<file path="src/rtl/skinny_sbox8_dom1_layer_ctrl.sv">
// SKINNY-128 S-box layer sequencer for a 2-share (DOM1) masked state.
// Feeds one byte at a time through a shared, non-pipelined external sbox8.
// The sbox inputs and the refresh mask stay constant for HOLD+1 cycles.
// The masked result is then written back into the working share registers.
module skinny_sbox8_dom1_layer_ctrl #(
    parameter int NBYTES = 16,
    parameter int HOLD   = 2,
    parameter int RW     = 25
) (
    input  logic                  clk,
    input  logic                  rst,
    input  logic                  in_valid,
    output logic                  in_ready,
    input  logic [8*NBYTES-1:0]   st0,
    input  logic [8*NBYTES-1:0]   st1,
    input  logic                  rnd_valid,
    output logic                  rnd_ready,
    input  logic [RW-1:0]         rnd,
    output logic [7:0]            sbox_si0,
    output logic [7:0]            sbox_si1,
    output logic [RW-1:0]         sbox_r,
    input  logic [7:0]            sbox_bo0,
    input  logic [7:0]            sbox_bo1,
    output logic                  out_valid,
    input  logic                  out_ready,
    output logic [8*NBYTES-1:0]   so0,
    output logic [8*NBYTES-1:0]   so1,
    output logic                  busy
);

    localparam int IW = (NBYTES > 1) ? $clog2(NBYTES) : 1;
    localparam int CW = (HOLD > 0) ? $clog2(HOLD + 1) : 1;

    typedef enum logic [1:0] {
        S_IDLE     = 2'd0,
        S_WAIT_RND = 2'd1,
        S_EVAL     = 2'd2,
        S_DONE     = 2'd3
    } state_t;

    state_t              state_q, state_d;
    logic [IW-1:0]       idx_q, idx_d;
    logic [CW-1:0]       cnt_q, cnt_d;
    logic [7:0]          si0_q, si0_d;
    logic [7:0]          si1_q, si1_d;
    logic [RW-1:0]       r_q, r_d;
    logic [8*NBYTES-1:0] so0_q, so0_d;
    logic [8*NBYTES-1:0] so1_q, so1_d;

    logic last_byte;
    logic eval_end;

    assign last_byte = (idx_q == IW'(NBYTES - 1));
    assign eval_end  = (cnt_q == CW'(HOLD));

    // State and datapath registers; reset aborts any layer in progress.
    always_ff @(posedge clk) begin
        if (rst) begin
            state_q <= S_IDLE;
            idx_q   <= '0;
            cnt_q   <= '0;
            si0_q   <= '0;
            si1_q   <= '0;
            r_q     <= '0;
            so0_q   <= '0;
            so1_q   <= '0;
        end else begin
            state_q <= state_d;
            idx_q   <= idx_d;
            cnt_q   <= cnt_d;
            si0_q   <= si0_d;
            si1_q   <= si1_d;
            r_q     <= r_d;
            so0_q   <= so0_d;
            so1_q   <= so1_d;
        end
    end

    // Next-state logic: accept, fetch mask, evaluate for HOLD+1 cycles, present.
    always_comb begin
        state_d = state_q;
        case (state_q)
            S_IDLE:     if (in_valid)  state_d = S_WAIT_RND;
            S_WAIT_RND: if (rnd_valid) state_d = S_EVAL;
            S_EVAL:     if (eval_end)  state_d = last_byte ? S_DONE : S_WAIT_RND;
            S_DONE:     if (out_ready) state_d = S_IDLE;
            default:                   state_d = S_IDLE;
        endcase
    end

    // Datapath: each share is handled separately; the two shares never meet here.
    always_comb begin
        idx_d = idx_q;
        cnt_d = cnt_q;
        si0_d = si0_q;
        si1_d = si1_q;
        r_d   = r_q;
        so0_d = so0_q;
        so1_d = so1_q;
        case (state_q)
            S_IDLE: begin
                if (in_valid) begin
                    so0_d = st0;
                    so1_d = st1;
                    idx_d = '0;
                end
            end
            S_WAIT_RND: begin
                if (rnd_valid) begin
                    si0_d = so0_q[8*idx_q +: 8];
                    si1_d = so1_q[8*idx_q +: 8];
                    r_d   = rnd;
                    cnt_d = '0;
                end
            end
            S_EVAL: begin
                cnt_d = cnt_q + 1'b1;
                if (eval_end) begin
                    // sbox outputs are settled; write back in place
                    so0_d[8*idx_q +: 8] = sbox_bo0;
                    so1_d[8*idx_q +: 8] = sbox_bo1;
                    cnt_d               = '0;
                    if (!last_byte) idx_d = idx_q + 1'b1;
                end
            end
            default: ;
        endcase
    end

    // Handshake outputs are pure decodes of the state.
    always_comb begin
        in_ready  = (state_q == S_IDLE);
        rnd_ready = (state_q == S_WAIT_RND);
        out_valid = (state_q == S_DONE);
        busy      = (state_q != S_IDLE);
    end

    assign sbox_si0 = si0_q;
    assign sbox_si1 = si1_q;
    assign sbox_r   = r_q;
    assign so0      = so0_q;
    assign so1      = so1_q;

endmodule

</file>
<file path="config.mk">
export PLATFORM = sky130hd
export DESIGN_NAME = skinny_sbox8_dom1_layer_ctrl
export DESIGN_NICKNAME = d
export VERILOG_FILES = /design/src/rtl/skinny_sbox8_dom1_layer_ctrl.sv
export SDC_FILE = /design/constraint.sdc
export NUM_CORES = 1
export LEC_CHECK = 0
export BUFFER_PORTS_ARGS = -buffer_cell sky130_fd_sc_hd__buf_2
export CORE_AREA = 2 2 237 239
export CTS_CLUSTER_DIAMETER = 150
export CTS_CLUSTER_SIZE = 10
export DETAILED_ROUTE_END_ITERATION = 7
export DIE_AREA = 0 0 239 241
export GPL_ROUTABILITY_DRIVEN = 1
export SLEW_MARGIN = 20
export SYNTH_ARGS = -nofsm -noshare
export SYNTH_HDL_FRONTEND = slang
export SYNTH_SLANG_ARGS = --single-unit
export TNS_END_PERCENT = 100
</file>
<file path="constraint.sdc">
create_clock -name clk -period 3.9 [get_ports clk]
set_input_delay 0.585 -clock clk [delete_from_list [all_inputs] [get_ports clk]]
set_output_delay 0.585 -clock clk [all_outputs]
set_load 0.03 [all_outputs]
</file>
Yosys cells after proc, flatten, opt, wreduce, memory -nomap -nowiden
Index checks and enable logic that the tools add are counted.

storage, ports and cells
  register bits = 305
  bits of input ports = 302
  output and inout port bits = 301

operators by class
  $add $sub $neg = 3
  equality and inequality tests = 10
  shifts and indexed selects = 5
  multiplexer cells = 21
  reductions and logical operators = 9

operators by type and width
  operator                                                                   number
  128-bit two-way mux                                                        4
  128-bit one-hot mux with 2 select lines                                    2
  128-bit bitwise mux                                                        2
  128-bit by 8-bit indexed part select with 8-bit output                     2
  8-bit by 34-bit indexed part select with 128-bit output                    2
  8-bit by 34-bit variable shift with 128-bit output (first input constant)  1
  7-bit negation with 34-bit output                                          1
  2-bit two-way mux                                                          7
  4-bit two-way mux                                                          3
  2-bit != test (second input constant)                                      4
  2-bit one-hot mux with 4 select lines                                      1
  4-bit one-hot mux with 2 select lines                                      1
  4-bit AND reduction                                                        2
  2-bit equality test (second input constant)                                3
  2-bit nonzero test                                                         3
  4-bit by 1-bit adder with 4-bit output (second input constant)             1
  4-bit equality test (second input constant)                                1
  2-bit one-hot mux with 2 select lines                                      1
  2-bit AND reduction                                                        2
  3-bit AND reduction                                                        1
  2-bit by 1-bit adder with 2-bit output (second input constant)             1
  2-bit by 1-bit equality test with 1-bit output (second input constant)     1
  2-bit logical NOT                                                          1
  2-bit by 1-bit != test with 1-bit output (second input constant)           1

Depth between registers and ports, before layout
  word-level depth = 5
  depth in mapped cells = 14

Least setup slack after synthesis
OpenSTA, ideal clock, no wires.

  path kind = reg2reg
  start = register idx_q[1]
  end = register so0_q[68] (netlist: so0[68])
  data arrival time = 2.797 ns
  slack = 0.970 ns
  cell stages (with the launch flop) = 14
  path buffers = 6
  period minus slack after synthesis = 2.930 ns
  cell sequence = dfxtp_1 > buf_2 > buf_2 > buf_1 > inv_1 > ha_1 > buf_2 > nor2b_1 > o21ai_1 > o21ai_2 > and2_1 > clkbuf_1 > buf_2 > a311oi_1

between the ends
  longest elaborated chain between the ends = 5
  elaborated cells on any way between the ends = 6

RTL lines
  what                                                                                                                           line  RTL
  start, declared                                                                                                                42    logic [IW-1:0] idx_q, idx_d;
  start signal, assigned                                                                                                         69    idx_q <= idx_d;
  7-bit negation with 34-bit output (*)                                                                                          120   so0_d[8*idx_q +: 8] = sbox_bo0;
  8-bit by 34-bit indexed part select with 128-bit output or 8-bit by 34-bit variable shift with 128-bit output (tied branches)  120
  128-bit bitwise mux (*)                                                                                                        120
  128-bit two-way mux (*)                                                                                                        118   if (eval_end) begin
  128-bit one-hot mux with 2 select lines (*)                                                                                    100   case (state_q)
  end signal, assigned                                                                                                           65    so0_q <= '0;
  end signal, assigned                                                                                                           74    so0_q <= so0_d;
  end, declared                                                                                                                  47    logic [8*NBYTES-1:0] so0_q, so0_d;

Every way passes the cells marked *; elsewhere a longest branch is shown, timed or not. The select of a mux whose other input is x is not followed.
A chain may end at the register's enable or synchronous reset.

Final worst setup path
  start = register idx_q[0]
  end = register so0_q[96] (netlist: so0[96])

Same word-level chain as after synthesis.

==> run_results.csv <==
group,metric,value,unit
clock_tree,cts.sinks,305,
drt,vias,17900,
critical_path,critPathMaxStageDelay,620,ps
floorplanning,rows,86,
critical_path,crit_chain,"inv_1, ha_1, xnor2_2, o2111a_1, o21a_1, nor2_1, a2111oi_0",
critical_path,crit_path_max_fanout,23,
power,internal_power,6.10,mW
yosys,synth_most_common_cell,"dfxtp_1",
yosys,synth_warnings,0,
finish,drive_above_1_share,34.8,%
yosys,yosys-top-cells-area,"dfxtp_1, mux4_2, a211oi_1",
yosys,yosys-top-cells-count,"dfxtp_1, nor2_1, a211oi_1, clkbuf_1, nand2_1",
timing,fmax,303,MHz
power,seq_power_share,38.8,%
critical_path,endpoint_kind,"flop",
floorplanning,core,0.0549,sq mm
clock_tree,cts_setup_buffers,0,
drt,drt_wl_total,91.4,mm
critical_path,path_class,"reg2reg",
clock_tree,ctsResizeCount,0,
drt,first_pass_iters,8,
place,dp_hpwl,68.5,mm
floorplanning,dieArea,0.0576,sq mm
clock_tree,cts_buffers,36,
job,maxCapViolCount,0,
clock_tree,hold_buffers,0,
yosys,synthArstFlopShare,0,%
yosys,synth_nets,2065,
yosys,avgSynthCellArea,8.79,sq um
yosys,synth_top_area_cell,"dfxtp_1",
hold_path,hold_class,"in2reg",
grt,antenna_found_initial,21,
timing,worstMarginPinSlew,1130,ps
grt,grt_pass1_wl,124,mm
power,fin_total_pwr,9.94,mW
critical_path,critPathArrivalTime,3700,ps
yosys,netlist.area_leader.share,39.5,%
finish,area_delta_synth_final,28.9,%
power,p_leak,8.03,nW
critical_path,cp_top_family,"compound AO/OA/AOI/OAI gates",
clock_tree,path_clk_slew,60,ps
power,peakVddDrop,230,uV
timing,period_needed,3300,ps
drt,drc,0,
yosys,syn_inst,1758,
timing,rsz0062_at_grt,"false",
clock_tree,ctsLongestPathBuffers,3,
place,port-buffer-count,602,
clock_tree,cts_tree,"built",
drt,drt_iter0_markers,1902,
place,routabilityCongestion,0.938,
drt,ant_nets,0,
timing,finalClockSkew,22.2,ps
drt,wl_per_cell,30.9,um
drt,viasPerCell,6.06,
clock_tree,cts_root_buffer,"clkbuf_16",
critical_path,start_kind,"flop",
critical_path,slowest_stage,"dfxtp_4",
critical_path,critPathBufInv,1,
timing,finalSetupTns,0,ps
power,netSwitchingPower,3.84,mW
status,outcome,"finished clean",
power,comb_power_share,30.6,%
grt,grt_pass1_vias,16700,
yosys,ys_types,52,
floorplanning,die_h,241,um
yosys,ys_seq_elements,305,
yosys,seq_area_frac_synth,39.5,%
power,clockPowerShare,30.6,%
clock_tree,h-tree-depth,2,
clock_tree,clk_latency,550,ps
timing,maxSlewHeadroom,24.5,%
timing,drv_slew,0,
grt,grt_start_max_net_pins,104,
yosys,synth_area,0.0155,sq mm
floorplanning,start_util,28.2,%
timing,finalSetupViolations,0,
floorplanning,num_io_pins,603,
grt,grt_overflow_total,0,
power,p_per_area,499,mW/mm^2
critical_path,crit_required,4300,ps
timing,hold_violations,0,
timing,fin_crit_sh,84.5,%
floorplanning,die_x,239,um
finish,layout.nets,2548,
power,switching_share,38.6,%
yosys,synth_ff_type,"dfxtp_1",
yosys,synth_edf_count,0,
grt,grt_usage,30.3,%
[area by class of cell]
type	count	area, sq um
Clock buffer	39	933
Tap cell	704	881
Timing Repair Buffer	651	3430
Multi-Input combinational cell	1232	8470
Clock inverter	1	7.51
Fill cell	5755	35000
Sequential cell	305	6110
Inverter	15	56.3
Antenna cell	13	32.5
[layer usage]
metal,share of wire [%],track usage [%]
met5,0.049,0
met4,4.7,13.5
met3,10,7.08
met2,46,49.4
met1,39,38.1
[path summary, 6_finish.rpt]
check | start | to | slack, ps | cells past startpoint
max | idx_q[0] | so0[96] | 600 | 7
min | out_ready | state_q[1] | 270 | 2
max reg2reg | idx_q[0] | so0[96] | 600 | 7
min reg2reg | sbox_r[14] | sbox_r[14] | 450 | 2
[stage by stage]
step | hold slack (ps) | utilization (%) | setup WS (ps) | cell area (sq um) | std cells
after CTS | 240 | 36.2 | 675 | 19900 | 2947
after detailed placement | 443 | 34.5 | 714 | 18900 | 2907
after global routing | 264 | 36.3 | 339 | 19900 | 2953
after global placement | 439 | 34.5 | 818 | 18900 | 2907
after floorplan | 509 | - | 970 | 15500 | 1758
final | 274 | 36.3 | 605 | 19900 | 2960
[cells by family (layout without fill, tap and decap cells)]
group	after synthesis	after routing	synth area share, %
XOR/XNOR	5	5	0.332
other	0	13	0
AND/OR/NAND/NOR	563	563	15.7
flip-flops	305	305	39.5
AO/OA/AOI/OAI	594	594	28.7
multiplexers	65	65	9.39
buffers and inverters	221	706	5.93
adder cells (fa/ha/maj)	5	5	0.405
[cells in the final DEF, fill, tap and decap left out, types with 3 or more instances in the layout]
cell | netlist | layout
nor2b_1 | 8 | 7
diode_2 | 0 | 13
a221oi_1 | 54 | 54
mux4_2 | 64 | 64
a311oi_1 | 20 | 20
a2bb2oi_1 | 46 | 46
o2111ai_1 | 3 | 3
a211oi_1 | 184 | 184
a32oi_1 | 62 | 62
inv_1 | 13 | 13
a2111oi_0 | 9 | 9
a21o_1 | 3 | 3
dfxtp_1 | 305 | 303
buf_2 | 61 | 601
a21oi_2 | 8 | 10
and2_1 | 20 | 20
buf_12 | 0 | 3
a31oi_1 | 3 | 3
nor2_1 | 290 | 290
buf_4 | 3 | 46
nand2_1 | 116 | 115
a21oi_1 | 105 | 103
nand3_1 | 33 | 33
nor3_1 | 69 | 68
a22oi_1 | 82 | 82
nor4b_1 | 8 | 8
clkbuf_16 | 0 | 37
o21ai_1 | 3 | 3
ha_1 | 5 | 5
o211ai_1 | 4 | 4
nor3_2 | 3 | 3
[worst reg2reg max path, delay by kind of cell, from the launching register on]
family                   cells  cell delay [ps]
AO/OA/AOI/OAI                3             1430
XOR/XNOR                     1              550
buffers and inverters        1              130
AND/OR/NAND/NOR              1               90
adder cells (fa/ha/maj)      1              330
flip-flops                   1              620
[power by group through the flow]
| stage | Sequential (mW) | Clock, mW | Combinational [mW] |
|---|---|---|---|
| 3_5_place_dp | 3.92 | 0 | 3.00 |
| 2_1_floorplan | 4.39 | 0 | 1.31 |
| 4_1_cts | 3.85 | 3.10 | 3.01 |
| 6_report | 3.86 | 3.05 | 3.04 |
| 5_1_grt | 3.88 | 3.21 | 3.21 |
| 3_3_place_gp | 3.91 | 0 | 2.97 |
[registers in the layout (all words and copies together) (netlist names)]
| register | flops |
|---|---|
| so0 | 128 |
| sbox_si0 | 8 |
| cnt_q | 2 |
| sbox_r | 25 |
| idx_q | 4 |
| so1 | 128 |
| state_q | 2 |
| sbox_si1 | 8 |
Note: power is estimated with default switching activity, not from simulation.
